### src/rtl/csel_pipelined_subtractor.sv
// Pipelined N-bit subtractor (a - b - bin): one 4-bit carry-select slice per stage, global stall.
// Optional signed-overflow output is enabled by defining SUB_OVERFLOW_EN.
module csel_pipelined_subtractor #(
    parameter int N = 16
) (
    input  logic         clk,
    input  logic         rst_n,
    input  logic         in_valid,
    output logic         in_ready,
    input  logic [N-1:0] a,
    input  logic [N-1:0] b,
    input  logic         bin,
    output logic         out_valid,
    input  logic         out_ready,
    output logic [N-1:0] diff,
    output logic         bout,
    output logic         ovf
);

    localparam int S = N / 4;

    // Handshake: a transfer happens on a rising edge where valid & ready are both high.
    // in_ready depends only on out_valid/out_ready, never on in_valid.
    logic advance;
    logic accept;

    assign advance  = ~out_valid | out_ready;
    assign in_ready = advance;
    assign accept   = in_valid & advance;

    genvar k;
    generate
        for (k = 0; k < S; k++) begin : g_stage
            localparam int W = N - 4 * k;

            logic           v_q;
            logic           v_d;
            logic           br_q;
            logic           br_d;
            logic [W-1:0]   a_q;
            logic [W-1:0]   a_d;
            logic [W-1:0]   b_q;
            logic [W-1:0]   b_d;
            logic [3:0]     d_b0;
            logic [3:0]     d_b1;
            logic [3:0]     d_sel;
            logic           bo_b0;
            logic           bo_b1;
            logic           bo_sel;
            logic [4*k+3:0] lo_out;

            // Both borrow-in outcomes are precomputed; the registered borrow only drives a mux.
            assign {bo_b0, d_b0} = {1'b0, a_q[3:0]} - {1'b0, b_q[3:0]};
            assign {bo_b1, d_b1} = {1'b0, a_q[3:0]} - {1'b0, b_q[3:0]} - 5'd1;
            assign d_sel  = br_q ? d_b1 : d_b0;
            assign bo_sel = br_q ? bo_b1 : bo_b0;

            always_ff @(posedge clk) begin
                if (!rst_n) begin
                    v_q  <= 1'b0;
                    br_q <= 1'b0;
                    a_q  <= '0;
                    b_q  <= '0;
                end else if (advance) begin
                    v_q  <= v_d;
                    br_q <= br_d;
                    a_q  <= a_d;
                    b_q  <= b_d;
                end
            end

            if (k == 0) begin : g_head
                always_comb begin
                    v_d  = accept;
                    br_d = bin;
                    a_d  = a;
                    b_d  = b;
                end

                assign lo_out = d_sel;
            end else begin : g_body
                logic [4*k-1:0] lo_q;
                logic [4*k-1:0] lo_d;

                // Only the operand slices not yet consumed travel forward.
                always_comb begin
                    v_d  = g_stage[k-1].v_q;
                    br_d = g_stage[k-1].bo_sel;
                    a_d  = g_stage[k-1].a_q[W+3:4];
                    b_d  = g_stage[k-1].b_q[W+3:4];
                    lo_d = g_stage[k-1].lo_out;
                end

                always_ff @(posedge clk) begin
                    if (!rst_n) begin
                        lo_q <= '0;
                    end else if (advance) begin
                        lo_q <= lo_d;
                    end
                end

                assign lo_out = {d_sel, lo_q};
            end
        end
    endgenerate

    // Last stage resolves the top slice combinationally from held registers, so a stall keeps it stable.
    assign out_valid = g_stage[S-1].v_q;
    assign diff      = g_stage[S-1].lo_out;
    assign bout      = g_stage[S-1].bo_sel;

`ifdef SUB_OVERFLOW_EN
    assign ovf = (g_stage[S-1].a_q[3] ^ g_stage[S-1].b_q[3]) & (diff[N-1] ^ g_stage[S-1].a_q[3]);
`else
    assign ovf = 1'b0;
`endif

endmodule
### config.mk
export PLATFORM = sky130hd
export DESIGN_NAME = csel_pipelined_subtractor
export DESIGN_NICKNAME = d
export VERILOG_FILES = /design/src/rtl/csel_pipelined_subtractor.sv
export SDC_FILE = /design/constraint.sdc
export NUM_CORES = 1
export LEC_CHECK = 0
export CORE_UTILIZATION = 50
export CTS_CLUSTER_SIZE = 28
export DETAILED_ROUTE_END_ITERATION = 8
export PLACE_DENSITY = 0.79
export SETUP_SLACK_MARGIN = 0.2
export SLEW_MARGIN = 20
export SYNTH_ARGS = -nofsm -noshare
export SYNTH_HDL_FRONTEND = slang
export SYNTH_SLANG_ARGS = --single-unit
### constraint.sdc
create_clock -name clk -period 2.2 [get_ports clk]
set_input_delay 0.33 -clock clk [delete_from_list [all_inputs] [get_ports clk]]
set_output_delay 0.33 -clock clk [all_outputs]
set_load 0.01 [all_outputs]
==> flow_metrics.py, run 1 <==
metrics = {
    "critical_path": {
        "crit_arrival_ps": 2240,
        "worstSetupStartpointType": "flop",
        "worst-r2r-cell-count": 8,
        "cp-startpoint": "g_stage[3].b_q[0]",
        "rrSetupSlack_ps": 280,
        "crit_required_ps": 1870,
        "worst_r2r_endpoint": "g_stage[1].br_q",
        "endpoint_kind": "output port",
        "cp_max_fo": 2,
        "crit_type": "reg -> out",
        "regToRegStartpoint": "g_stage[0].a_q[0]",
    },
    "worst_hold_path": {
        "hp_class": "in -> reg",
        "whs_endpoint": "out_valid",
        "min_path_cells": 2,
        "worstHoldStart": "rst_n",
    },
    "power_and_ir_drop": {
        "intPower_w": 0.002925,
        "combinational_fraction_of_design_power_pct": 16.0,
        "cellPowerDensity_mw_per_mm2": 662.2,
        "fraction_of_power_consumed_by_sequential_logic_pct": 56.5,
        "total_leakage_power_nw": 2.334,
        "sw_frac_of_total_pct": 25.79,
        "share_of_power_burned_in_the_clock_network_pct": 27.5,
        "power.net_switching_w": 0.001017,
        "ir_drop_uv": 313.5,
    },
    "clock_network": {
        "clockBufferDepth": 2,
        "cts_root_buffer": "sky130_fd_sc_hd__clkbuf_8",
        "cts_htree_levels": 3,
        "cts.reportedPaths.clkPinSlew_ps": 100,
        "clock_latency_on_the_worst_skew_pair_ps": 360,
        "clkSinkCount": 112,
        "numCtsBuffers": 9,
        "cts_tree": "done",
        "post_cts_hold_buffer_count": 0,
    },
    "place": {
        "place_hpwl_um": 6154,
        "pre_cts_ws_ps": -498.7,
        "routabilityCongestion": 0.8082,
        "port-buffer-count": 55,
    },
    "sta": {
        "slew_viol_final": 0,
        "final.setup.tns_ps": -867.4,
        "post-route-period-util_pct": 117.0,
        "postLayoutSetupSlackWorst_ps": -374.9,
        "timing.clock.skew_ps": 7.797,
        "grt_setup_unrepaired": "yes",
        "finalSetupViolCount": 4,
        "finalHoldViolCount": 0,
        "finalWorstPathRequiredPeriod_ps": 2575,
        "fmaxAchievable_ghz": 0.3884,
    },
    "synth": {
        "seq_area_frac_synth_pct": 44.81,
        "synth-warning-count": 0,
        "synth_seq_cells": 112,
        "synth-edff-count": 0,
        "synthArstFlopShare_pct": 0,
        "synthesized_cell_area_mm2": 0.005004,
        "syn-num-nets": 660,
        "synth_cell_types": 37,
        "syn_inst": 599,
        "yosys_most_used_dff": "sky130_fd_sc_hd__dfxtp_1",
        "avgSynthCellArea_um2": 8.353,
    },
    "final_layout": {
        "flow.area_growth_from_synthesis_pct": 18.95,
        "final_net_count": 702,
        "finish.utilization_pct": 61.18,
        "final_layout_size_suffix_gt1_share_pct": 8.527,
        "antenna-diode-count": 0,
    },
    "routing": {
        "post_detailed_route_wirelength_per_cell_um": 11.91,
        "viasPerCell": 4.986,
        "vias": 3879,
        "detail_route.first_pass.iterations": 4,
        "drc_errors": 0,
        "antenna_left": 0,
        "drt_iter0_markers": 150,
        "routed_wire_length_um": 9265,
    },
    "floorplan": {
        "core-area_mm2": 0.009729,
        "die_width_um": 102.0,
        "row_count": 36,
        "floorplan.io_pins": 57,
        "design.die.area_mm2": 0.01041,
        "die_y_um": 102.0,
        "start_util_pct": 51.43,
    },
    "global_routing": {
        "initial_antenna_violation_count": 0,
        "first_global_vias": 3585,
        "globalRouteOverflowTotal": 0,
        "largest_net_degree_at_the_start_of_global_routing": 109,
        "grt_first_pass_wirelength_um": 15550,
        "globalRouteTotalUtil_pct": 18.64,
    },
    "run_status": {
        "outcome": "complete, but fails checks",
        "violations": "setup timing",
    },
    "job": {
        "max-cap-violations": 0,
    },
}
==> flip-flops by register name (all words and copies together) (netlist names) <==
signal and flops:
g_stage.a_q 40, g_stage.b_q 40, g_stage.g_body.lo_q 24, g_stage.br_q 4, g_stage.v_q 3, out_valid 1
==> area by class of cell <==
cell class / count / area, um2
inverters: 22 / 83.83
clock buffers: 10 / 137.6
clock inverters: 5 / 33.78
fillers: 890 / 3777
well taps: 133 / 166.4
flip-flops and latches: 112 / 2245
repair buffers: 70 / 689.4
multi-input cells: 426 / 2596
==> synthesized netlist by cell type, types with 2 or more instances <==
cell | number | share of area (%)
sky130_fd_sc_hd__a21oi_1 | 10 | 1.0
sky130_fd_sc_hd__a21boi_1 | 103 | 15
sky130_fd_sc_hd__clkbuf_1 | 16 | 1.2
sky130_fd_sc_hd__mux2i_1 | 4 | 0.80
sky130_fd_sc_hd__nor2_1 | 5 | 0.38
sky130_fd_sc_hd__nor3_1 | 3 | 0.30
sky130_fd_sc_hd__o21a_1 | 4 | 0.60
sky130_fd_sc_hd__o21ai_1 | 4 | 0.40
sky130_fd_sc_hd__inv_1 | 21 | 1.6
sky130_fd_sc_hd__nand4_1 | 2 | 0.25
sky130_fd_sc_hd__ha_1 | 20 | 5.0
sky130_fd_sc_hd__o211a_1 | 2 | 0.40
sky130_fd_sc_hd__nand2b_1 | 2 | 0.25
sky130_fd_sc_hd__nor3b_1 | 3 | 0.45
sky130_fd_sc_hd__nor2b_1 | 5 | 0.63
sky130_fd_sc_hd__o21ai_0 | 8 | 0.80
sky130_fd_sc_hd__buf_2 | 21 | 2.1
sky130_fd_sc_hd__nand2_1 | 212 | 16
sky130_fd_sc_hd__xnor2_1 | 11 | 1.9
sky130_fd_sc_hd__dfxtp_1 | 112 | 45
sky130_fd_sc_hd__fa_1 | 4 | 1.6
sky130_fd_sc_hd__xor2_1 | 7 | 1.2
sky130_fd_sc_hd__nand3_1 | 6 | 0.60
==> placed cells by master, fill, tap and decap left out, types with 3 or more instances in the layout <==
master / instances
sky130_fd_sc_hd__buf_2: 5
sky130_fd_sc_hd__mux2i_1: 4
sky130_fd_sc_hd__a21oi_1: 10
sky130_fd_sc_hd__a21boi_1: 103
sky130_fd_sc_hd__clkbuf_8: 10
sky130_fd_sc_hd__dfxtp_1: 110
sky130_fd_sc_hd__buf_6: 4
sky130_fd_sc_hd__ha_1: 18
sky130_fd_sc_hd__nand2_1: 212
sky130_fd_sc_hd__buf_4: 8
sky130_fd_sc_hd__fa_1: 3
sky130_fd_sc_hd__clkinv_2: 3
sky130_fd_sc_hd__o21a_1: 4
sky130_fd_sc_hd__nand3_1: 5
sky130_fd_sc_hd__nor2_1: 4
sky130_fd_sc_hd__xor2_1: 4
sky130_fd_sc_hd__o21ai_1: 4
sky130_fd_sc_hd__buf_12: 3
sky130_fd_sc_hd__xnor2_1: 11
sky130_fd_sc_hd__clkdlybuf4s50_1: 49
sky130_fd_sc_hd__inv_1: 20
sky130_fd_sc_hd__nor2b_1: 4
sky130_fd_sc_hd__nor3_1: 3
sky130_fd_sc_hd__o21ai_0: 8
==> what timing repair did <==
action                                  4_1_cts  5_1_grt
pin swaps                                     4        4
endpoints found under the setup margin        5        6
buffers inserted                              2        1
gates resized for setup                      30        7
==> layer usage <==
metal	wire [um]	GRT usage, %	vias up
met3	236	2.394	11
met4	156	8.352	0
met1	4579	24.19	1788
li1	-	-	2023
met2	4292	31.08	57
met5	0	0	-
==> power groups by stage <==
stage	Combinational [W]	Sequential (W)	Clock, W
after floorplan	0.000392	0.00226	0
after global placement	0.000598	0.00227	0
after detailed placement	0.000619	0.00227	0
after CTS	0.000621	0.00223	0.00112
after global routing	0.000699	0.00224	0.00120
final	0.000630	0.00223	0.00109
==> worst max-delay path, stage by stage (launching register included) <==
cell and delay (ps):
sky130_fd_sc_hd__dfxtp_1 390, sky130_fd_sc_hd__ha_4 160, sky130_fd_sc_hd__fa_2 270, sky130_fd_sc_hd__nor2b_1 80, sky130_fd_sc_hd__or4b_4 520, sky130_fd_sc_hd__a211oi_2 250, sky130_fd_sc_hd__a2111oi_2 60, sky130_fd_sc_hd__buf_2 140
==> per-stage QoR <==
stage | instances | hold slack (ps) | total power, W | cell area, um2
2_1_floorplan | 599 | 430.7 | 0.002654 | 5009
3_3_place_gp | 760 | 436.8 | 0.002865 | 5680
3_5_place_dp | 760 | 441.9 | 0.002890 | 5680
4_1_cts | 777 | 372.4 | 0.003965 | 5903
5_1_grt | 778 | 397.4 | 0.004143 | 5952
6_report | 778 | 385.8 | 0.003941 | 5952
==> how the worst max path moves through the flow <==
stage	endpoint	slack [ps]	cells past startpoint
after floorplan	bout	20	7
after global placement	bout	-420	8
after detailed placement	bout	-500	8
after CTS	bout	-370	8
after global routing	bout	-460	7
final	bout	-370	7
==> cells by family after synthesis <==
group / Yosys count / share of synthesized area [%]
buf+inv: 61 / 5.176
compound gates: 136 / 19.63
mux: 4 / 0.8002
simple gates: 243 / 19.75
other cells: 1 / 0.07495
fa+ha+maj: 24 / 6.602
flops: 112 / 44.81
xor+xnor: 18 / 3.151
Note: power is estimated with default switching activity, not from simulation.
==> inputs of run 2 (changes only) <==
--- a/config.mk
+++ b/config.mk
@@ -5,6 +5,7 @@
 export SDC_FILE = /design/constraint.sdc
 export NUM_CORES = 1
 export LEC_CHECK = 0
+export CORE_MARGIN = 3
 export CORE_UTILIZATION = 50
 export CTS_CLUSTER_SIZE = 28
 export DETAILED_ROUTE_END_ITERATION = 8
==> flow_metrics.py, run 2 (synthesis results as in run 1) <==
metrics = {
    "run_status": {
        "violations": "setup timing",
        "outcome": "complete, but fails checks",
    },
    "global_routing": {
        "initial_antenna_violation_count": 0,
        "largest_net_degree_at_the_start_of_global_routing": 119,
        "globalRouteTotalUtil_pct": 17.62,
        "first_global_vias": 3735,
        "globalRouteOverflowTotal": 0,
        "grt_first_pass_wirelength_um": 16440,
    },
    "clock_network": {
        "clockBufferDepth": 2,
        "post_cts_hold_buffer_count": 0,
        "cts_root_buffer": "sky130_fd_sc_hd__clkbuf_8",
        "cts.reportedPaths.clkPinSlew_ps": 110,
        "cts_tree": "done",
        "clock_latency_on_the_worst_skew_pair_ps": 370,
        "numCtsBuffers": 9,
        "clkSinkCount": 112,
        "cts_htree_levels": 3,
    },
    "floorplan": {
        "row_count": 35,
        "design.die.area_mm2": 0.01124,
        "core-area_mm2": 0.009459,
        "start_util_pct": 52.90,
        "die_width_um": 106.0,
        "floorplan.io_pins": 57,
        "die_y_um": 106.0,
    },
    "power_and_ir_drop": {
        "cellPowerDensity_mw_per_mm2": 672.9,
        "ir_drop_uv": 290.1,
        "share_of_power_burned_in_the_clock_network_pct": 28.8,
        "sw_frac_of_total_pct": 26.57,
        "post-layout-total-power_w": 0.004020,
        "combinational_fraction_of_design_power_pct": 15.7,
        "intPower_w": 0.002952,
        "power.net_switching_w": 0.001068,
        "fraction_of_power_consumed_by_sequential_logic_pct": 55.4,
        "total_leakage_power_nw": 2.337,
    },
    "critical_path": {
        "crit_required_ps": 1870,
        "timing.critical_path.mode_cell": "sky130_fd_sc_hd__ha_4",
        "critPathMaxStageDelay_ps": 560,
        "worstSetupStartpointType": "flop",
        "crit_type": "reg -> out",
        "critical_path.slowest_cell": "sky130_fd_sc_hd__fa_2",
        "worstPathCellList": "inv_2 > ha_4 > fa_2 > ha_4 > nand3_2 > a21boi_1 > a2111oi_2 > buf_2",
        "critical_path.top_delay_family": "adder cells",
        "path_buf_inv": 2,
        "cp-startpoint": "g_stage[3].a_q[0]",
        "endpoint_kind": "output port",
        "regToRegStartpoint": "g_stage[1].a_q[0]",
        "cp_max_fo": 3,
        "crit_arrival_ps": 2270,
    },
    "place": {
        "pre_cts_ws_ps": -512.7,
        "place_hpwl_um": 6307,
        "port-buffer-count": 55,
        "placed_area_mm2": 0.005670,
        "place.detailed.instances": 757,
        "routabilityCongestion": 0.7995,
    },
    "final_layout": {
        "final_net_count": 704,
        "final_layout_size_suffix_gt1_share_pct": 10.80,
        "flow.area_growth_from_synthesis_pct": 19.40,
        "finish.instance_area_mm2": 0.005974,
        "fillCellCount": 831,
        "final_cell_mix": "sky130_fd_sc_hd__nand2_1, sky130_fd_sc_hd__dfxtp_1, sky130_fd_sc_hd__a21boi_1",
        "finish.utilization_pct": 63.16,
        "antenna-diode-count": 0,
        "most_frequent_standard_cell_in_the_layout_excluding_fill_and_tap_cells": "sky130_fd_sc_hd__nand2_1",
        "layoutNonFillerInstCount": 777,
        "largest_registers": "g_stage.a_q x40, g_stage.b_q x40, g_stage.g_body.lo_q x24",
    },
    "routing": {
        "drc_errors": 0,
        "drt_iter0_markers": 136,
        "detail_route.first_pass.iterations": 4,
        "routed_wire_length_um": 9748,
        "post_detailed_route_wirelength_per_cell_um": 12.55,
        "vias": 3932,
        "antenna_left": 0,
        "viasPerCell": 5.060,
    },
    "worst_hold_path": {
        "hp_class": "in -> reg",
        "worstHoldStart": "rst_n",
    },
    "sta": {
        "finalHoldViolCount": 0,
        "finalSetupViolCount": 4,
        "fmaxAchievable_ghz": 0.3847,
        "post-route-period-util_pct": 118.2,
        "timing.clock.skew_ps": 14.35,
        "postLayoutSetupSlackWorst_ps": -399.8,
        "slew_viol_final": 0,
        "finalWorstPathRequiredPeriod_ps": 2600,
        "grt_setup_unrepaired": "yes",
    },
    "job": {
        "max-cap-violations": 0,
    },
}
run 2: cell types whose count changed in the layout (fill, tap and decap cells not counted), moves of 4 or more:
cell,delta
sky130_fd_sc_hd__buf_4,+5
sky130_fd_sc_hd__dfxtp_1,-4
sky130_fd_sc_hd__dfxtp_2,+4
sky130_fd_sc_hd__ha_1,-6
sky130_fd_sc_hd__ha_2,+4
run 2: routing by layer:
layer  vias to the layer above  wire, um  global-route usage [%]
met5                         -         0                       0
met4                         0       246                   8.511
met3                        19       308                   3.097
met2                        60      4503                   28.69
met1                      1831      4690                   22.66
li1                       2022         -                       -
run 2: worst paths after layout:
| kind | end | slack, ps | cells after the start |
|---|---|---|---|
| max | bout | -400 | 8 |
| max reg2reg | g_stage[2].br_q | 320 | 8 |
| min reg2reg | g_stage[0].b_q[8] | 450 | 2 |
| min | g_stage[2].g_body.lo_q[3] | 360 | 2 |
run 2: what timing repair did:
action | CTS | global route
pin swaps | 6 | 9
gates resized for setup | 33 | 13
setup buffers | 2 | 2
setup endpoints to repair | 5 | 8
run 2: power groups by stage:
stage                     Sequential (W)  Clock (W)  Combinational (W)
final                            0.00223    0.00116           0.000632
after global routing             0.00225    0.00127           0.000704
after CTS                        0.00223    0.00119           0.000621
after detailed placement         0.00227          0           0.000618
after global placement           0.00227          0           0.000600
after floorplan                  0.00226          0           0.000392
run 2: worst register-to-register path, cell delays in order (launching register included):
cell and delay, ps:
sky130_fd_sc_hd__dfxtp_2 350, sky130_fd_sc_hd__inv_2 40, sky130_fd_sc_hd__ha_4 150, sky130_fd_sc_hd__fa_1 580, sky130_fd_sc_hd__ha_2 190, sky130_fd_sc_hd__nand2_2 60, sky130_fd_sc_hd__nor2_1 150, sky130_fd_sc_hd__a21oi_1 80
sky130_fd_sc_hd__nor3b_1 190
run 2: per-stage QoR:
step / hold slack, ps / setup TNS, ps
2_1_floorplan: 430.7 / 0
3_3_place_gp: 436.9 / -878.8
3_5_place_dp: 441.7 / -1131
4_1_cts: 349.3 / -846.3
5_1_grt: 351.7 / -1270
6_report: 358.2 / -906.2
run 2: final cells by class:
cell class / count / area (um2) / share of cell area, %
clock buffer: 10 / 137.6 / 2.304
clock inverter: 6 / 50.05 / 0.8377
inverter: 22 / 83.83 / 1.403
multi-input combinational: 426 / 2608 / 43.64
sequential: 112 / 2250 / 37.65
tap: 129 / 161.4 / 2.702
timing repair buffer: 72 / 684.4 / 11.46
==> inputs of run 3 (changes only) <==
--- a/config.mk
+++ b/config.mk
@@ -9,6 +9,7 @@
 export CORE_UTILIZATION = 50
 export CTS_CLUSTER_SIZE = 28
 export DETAILED_ROUTE_END_ITERATION = 8
+export GPL_ROUTABILITY_DRIVEN = 0
 export PLACE_DENSITY = 0.79
 export SETUP_SLACK_MARGIN = 0.2
 export SLEW_MARGIN = 20
==> results of run 3 <==
No change in the layout: final DEF, timing and power equal those of run 2.
